===== src/rtl/word_block_packer.sv =====
// word_block_packer: packs NWORDS words of WSIZE bits into one block with valid/ready on both sides
// Partial-block flush is compiled only when WORD_BLOCK_PACKER_FLUSH_EN is defined
module word_block_packer #(
  parameter int WSIZE = 32,
  parameter int NWORDS = 4,
  parameter bit FIRST_MSB = 1'b1,
  localparam int BSIZE = WSIZE * NWORDS,
  localparam int CW = $clog2(NWORDS + 1)
) (
  input  logic             clock,
  input  logic             reset,
  input  logic [WSIZE-1:0] in_data,
  input  logic             in_valid,
  output logic             in_ready,
  input  logic             flush,
  output logic [BSIZE-1:0] out_data,
  output logic             out_valid,
  input  logic             out_ready,
  output logic [CW-1:0]    out_count
);
  localparam logic [CW-1:0] LAST = CW'(NWORDS - 1);
  logic [BSIZE-1:0] acc_q, acc_d, obuf_q, obuf_d, placed;
  logic [CW-1:0] idx_q, idx_d, ocount_q, ocount_d;
  logic ovalid_q, ovalid_d, out_free, last, in_fire, complete;
  assign last = idx_q == LAST;
  assign out_free = !ovalid_q || out_ready;
`ifdef WORD_BLOCK_PACKER_FLUSH_EN
  logic flush_pend_q, flush_pend_d, flush_go;
  assign flush_go = flush_pend_q && out_free;
  assign in_ready = !flush_pend_q && (!last || out_free);
`else
  logic unused_flush;
  assign unused_flush = flush;
  assign in_ready = !last || out_free;
`endif
  assign in_fire = in_valid && in_ready;
  assign complete = in_fire && last;
  assign placed = BSIZE'(in_data) << (FIRST_MSB ? (NWORDS - 1 - int'(idx_q)) * WSIZE : int'(idx_q) * WSIZE);
  always_comb begin
    acc_d = in_fire ? (acc_q | placed) : acc_q;
    idx_d = in_fire ? idx_q + CW'(1) : idx_q;
    obuf_d = obuf_q;
    ocount_d = ocount_q;
    ovalid_d = ovalid_q && !out_ready;
    if (complete) begin
      obuf_d = acc_d;
      ocount_d = CW'(NWORDS);
      ovalid_d = 1'b1;
      acc_d = '0;
      idx_d = '0;
    end
`ifdef WORD_BLOCK_PACKER_FLUSH_EN
    // idx_d is already zero after a completed block, so that flush is a no-op
    flush_pend_d = flush_pend_q || (flush && idx_d != '0);
    if (flush_go) begin
      obuf_d = acc_q;
      ocount_d = idx_q;
      ovalid_d = 1'b1;
      acc_d = '0;
      idx_d = '0;
      flush_pend_d = 1'b0;
    end
`endif
  end
  always_ff @(posedge clock or posedge reset) begin
    if (reset) begin
      acc_q <= '0;
      obuf_q <= '0;
      idx_q <= '0;
      ocount_q <= '0;
      ovalid_q <= 1'b0;
`ifdef WORD_BLOCK_PACKER_FLUSH_EN
      flush_pend_q <= 1'b0;
`endif
    end else begin
      acc_q <= acc_d;
      obuf_q <= obuf_d;
      idx_q <= idx_d;
      ocount_q <= ocount_d;
      ovalid_q <= ovalid_d;
`ifdef WORD_BLOCK_PACKER_FLUSH_EN
      flush_pend_q <= flush_pend_d;
`endif
    end
  end
  assign out_data = obuf_q;
  assign out_valid = ovalid_q;
  assign out_count = ocount_q;
endmodule


===== config.mk =====
export PLATFORM = sky130hd
export DESIGN_NAME = word_block_packer
export DESIGN_NICKNAME = d
export VERILOG_FILES = /design/src/rtl/word_block_packer.sv
export SDC_FILE = /design/constraint.sdc
export NUM_CORES = 1
export LEC_CHECK = 0
export CORE_ASPECT_RATIO = 1.25
export CORE_MARGIN = 5
export CORE_UTILIZATION = 57
export CTS_CLUSTER_DIAMETER = 60
export DETAILED_ROUTE_END_ITERATION = 8
export DONT_BUFFER_PORTS = 1
export HOLD_SLACK_MARGIN = 0.06
export PLACE_DENSITY = 0.82
export SETUP_SLACK_MARGIN = 0.3
export SLEW_MARGIN = 20
export SYNTH_ARGS = -nofsm -noshare
export SYNTH_HDL_FRONTEND = slang
export SYNTH_SLANG_ARGS = --single-unit

===== constraint.sdc =====
create_clock -name clock -period 10.4 [get_ports clock]
set_input_delay 3.12 -clock clock [delete_from_list [all_inputs] [get_ports clock]]
set_output_delay 3.12 -clock clock [all_outputs]
set_load 0.01 [all_outputs]

After elaboration in Yosys (flattened, before gate mapping)
Cells that the tools add are included.
W data, S select, Z words.
{ "word_totals": {"regBits": 261, "in_bits": 37, "out_inout_bits": 133, "word_cells": 24} }
{ "op_classes": {"add_sub_neg": 2, "eq_ne": 1, "shifts": 1, "n_mux": 5, "bitwise_logic": 1, "n_reduce_logical": 9} }
{ "op_table": {"columns": ["operator", "count"], "rows": [
  ["$mux W128", 2],
  ["$or A128 B128 Y128", 1],
  ["$shl A32 B32 Y128", 1],
  ["$mux W3", 2],
  ["$sub A2 B3 Y4 const A", 1],
  ["$add A3 B1 Y3 const B", 1],
  ["$eq A3 B2 Y1 const B", 1],
  ["$logic_and A1 B1 Y1", 3],
  ["$logic_not A1 Y1", 3],
  ["$logic_or A1 B1 Y1", 2],
  ["$reduce_bool A2 Y1", 1],
  ["$mux W1", 1]
]} }

Logic depth before layout (Yosys ltp)
{ "depth": {"depth_word": 6, "depth_mapped": 7, "depth_no_buf": 4} }

Worst setup path before layout
Ideal clock, no wire load.
{ "synth_timing": {"path_kind": "input -> output", "start": "in out_ready", "end": "out in_ready", "arrival_ns": 3.681, "required_ns": 7.280, "slack_ns": 3.599, "stages": 3, "n_path_buf": 2, "path_cell_list": "nand4bb_1 > buf_2 > buf_2"} }
{ "synth_between": {"elab_chain_len": 2} }
{ "synth_rtl": {"columns": ["element", "line", "rtl"], "rows": [
  ["start, declared", "18", "input logic out_ready,"],
  ["$logic_or A1 B1 Y1", "26", "assign out_free = !ovalid_q || out_ready;"],
  ["$logic_or A1 B1 Y1", "34", "assign in_ready = !last || out_free;"],
  ["end, declared", "14", "output logic in_ready,"]
]} }
Every way passes these cells.

Worst setup path after layout
Same ends and word-level chain as after synthesis.

==> run_results.csv <==
group,metric,value,unit
status,outcome,"finished, final reports clean",
sta,fin_worst_skew,0.0109,ns
worst_hold_path,hold_path.startpoint,"acc_q[103]",
worst_setup_path,cp_slowest_cell,"buf_4",
final_layout,fin_cells,1110,
grt,antenna_found_initial,1,
final_layout,syn_to_final_growth,8.19,%
clock_tree,clkTransAtPathRegs,0.06,ns
pwr,peakVddDrop,184,uV
clock_tree,cts_resized,0,
synthesis,synth-seq-cells,261,
routing,drt_wl_total,22900,um
floorplanning,io_pins,170,
worst_setup_path,arrival,3.87,ns
job,cap_violations,0,
final_layout,drive_gt1_share,6.81,%
clock_tree,numCtsBuffers,25,
grt,grt-ovfl-total,0,
placement,numPortBuffers,0,
worst_setup_path,r2r_slack,6.74,ns
synthesis,netlist_area,10500,um2
routing,vias,6531,
sta,fin_crit,6.99,ns
synthesis,syn_area_per_cell,11.8,um2
routing,drc,0,
grt,grt_max_degree,142,
worst_setup_path,worstPathRequired,7.28,ns
worst_setup_path,cpLargestDelayFamily,"buffers and inverters",
sta,fmax,143,MHz
pwr,power_leakage,5.26,nW
synthesis,yosysWarnings,0,
sta,drv_slew,0,
sta,finalSetupViolations,0,
clock_tree,clock-sinks,261,
synthesis,yosysSeqAreaShare,62.1,%
floorplanning,die_h,162,um
sta,finalHoldWorstSlack,0.480,ns
routing,ant_nets,0,
grt,track_usage,21.3,%
clock_tree,cts_tree,"yes",
sta,min_period_over_period,67.2,%
final_layout,fillCellCount,1354,
synthesis,synth.distinct_cells,28,
worst_hold_path,hold_depth,2,
clock_tree,h-tree-depth,1,
final_layout,multi_input_area,3100,um2
routing,dr_wl_met3,1620,um
worst_setup_path,worst-setup-path-type,"primary input to output pin",
sta,maxSlewHeadroom,26.2,%
clock_tree,cts-root-buf,"clkbuf_16",
worst_setup_path,timing.rr.end,"out_data[63]",
worst_setup_path,startpoint_type,"primary input",
routing,routedWlPerCell,20.6,um
pwr,power_density,334,nW/um2
floorplanning,dieArea,21300,um2
clock_tree,clockBufferDepth,3,
sta,rsz0062_at_grt,"false",
routing,dr_wl_met2,11800,um
floorplanning,num_rows,55,
clock_tree,cts_setup_buffers,0,
worst_setup_path,cp_cell_sequence,"nand4bb_4 -> buf_4",
placement,dpl.hpwl,13700,um
routing,first_pass_iters,5,
worst_hold_path,hold_class,"flip-flop to flip-flop",
synthesis,syn_inst,895,
routing,drt_iter0_drc,462,
sta,tightest_slew,1.11,ns
worst_setup_path,cp-startpoint,"out_ready",
floorplanning,die_x,131,um
routing,met1_length,8950,um
routing,top_layer,"met4",
grt,grt_pass1_vias,6724,
worst_setup_path,crit_fanout,72,
worst_setup_path,critPathCaptureType,"output pin",
sta,tns,0,ns
sta,hold_viol,0,
clock_tree,clk_latency,0.52,ns
routing,viasPerCell,5.88,
final_layout,ff_latch_area,6530,um2
grt,grt_pass1_wl,37300,um
worst_setup_path,reg2reg_from,"idx_q[1]",
clock_tree,hold_buffers,0,
placement,placed_cells,1063,
worst_setup_path,r2r_cells,6,
final_layout,final_nets,901,
floorplanning,start_util,58.1,%
placement,gp_congestion,0.743,
worst_setup_path,critPathBufInv,1,
floorplanning,core,18100,um2
worst_setup_path,max_stage_delay,0.62,ns
worst_hold_path,hold_end,"acc_q[103]",
-- cell type report --
class	count	area share, %
flip-flops and latches	261	57.4
diodes	1	0.0220
repair buffers	11	0.946
multi-input cells	435	27.2
inverters	129	4.29
clock buffers	31	6.05
well taps	228	2.51
clock inverters	14	1.56
-- registers in the layout (all words and copies together), names as in the netlist --
signal	cells
out_count	1
acc_q	128
out_data	128
idx_q	3
out_valid	1
-- cell usage after synthesis (all sizes together) --
cell       n  area, um2
nand4bb    1       11.3
ha         1       12.5
a31oi     64        400
mux2       1       11.3
a41oi     64        561
nor2     128        480
clkbuf    16       60.1
nand2      2       7.51
nand2b     2       12.5
buf       55        384
and2       1       6.26
and3       1       6.26
a21o       1       7.51
a21boi     1       7.51
and3b      1       8.76
conb       1       3.75
nor3b      2       20.0
nor2b     33        206
mux2i    128       1280
and2b      1       7.51
dfrtp    261       6530
inv      129        484
nand3      1       5.00
-- placed cells by master (no fill, tap or decap), types with 2 or more instances in the layout --
cell / instances
buf_4: 9
nor2_1: 128
clkbuf_16: 25
nand2b_1: 2
a31oi_1: 64
inv_6: 2
dfrtp_1: 261
a41oi_1: 64
clkinv_2: 8
buf_12: 2
clkbuf_1: 2
mux2i_1: 128
nor2b_1: 32
conb_1: 2
bufinv_16: 4
nand2_1: 2
inv_1: 128
clkbuf_8: 4
-- power breakdown --
part           total [mW]  internal [mW]  switching, mW
registers            1.92           1.51          0.407
logic               0.929          0.367          0.562
clock network       0.950          0.570          0.380
-- per-layer routing --
metal  vias up  global-route usage, %
li1       2956                      -
met1      3328                   27.7
met2       206                   36.2
met3        41                   4.62
met4         0                   6.41
met5         -                      0
-- logic make-up (layout without fill, tap and decap cells) --
| family | after synthesis | in the layout | synth area share [%] |
|---|---|---|---|
| compound gates | 130 | 130 | 9.28 |
| fa+ha+maj | 1 | 1 | 0.119 |
| buf+inv | 200 | 185 | 8.83 |
| flops | 261 | 261 | 62.1 |
| mux | 129 | 129 | 12.3 |
| other cells | 1 | 3 | 0.0357 |
| simple gates | 173 | 173 | 7.34 |
-- how the worst max path moves through the flow --
stage / end / slack, ns / depth (start not counted)
final: in_ready / 3.41 / 2
after global routing: in_ready / 3.34 / 2
after CTS: in_ready / 3.40 / 2
after detailed placement: in_ready / 3.40 / 2
after global placement: in_ready / 3.40 / 2
after floorplan: in_ready / 3.60 / 3
-- stage by stage --
step	util [%]	worst slack, ns	power [mW]	area, um2
after detailed placement	58.0	3.40	2.87	10500
after CTS	62.7	3.40	3.83	11400
after global placement	58.0	3.40	2.80	10500
final	62.9	3.41	3.80	11400
after global routing	62.9	3.34	4.06	11400
after floorplan	-	3.60	2.61	10500
Note: power is estimated with default switching activity, not from simulation.
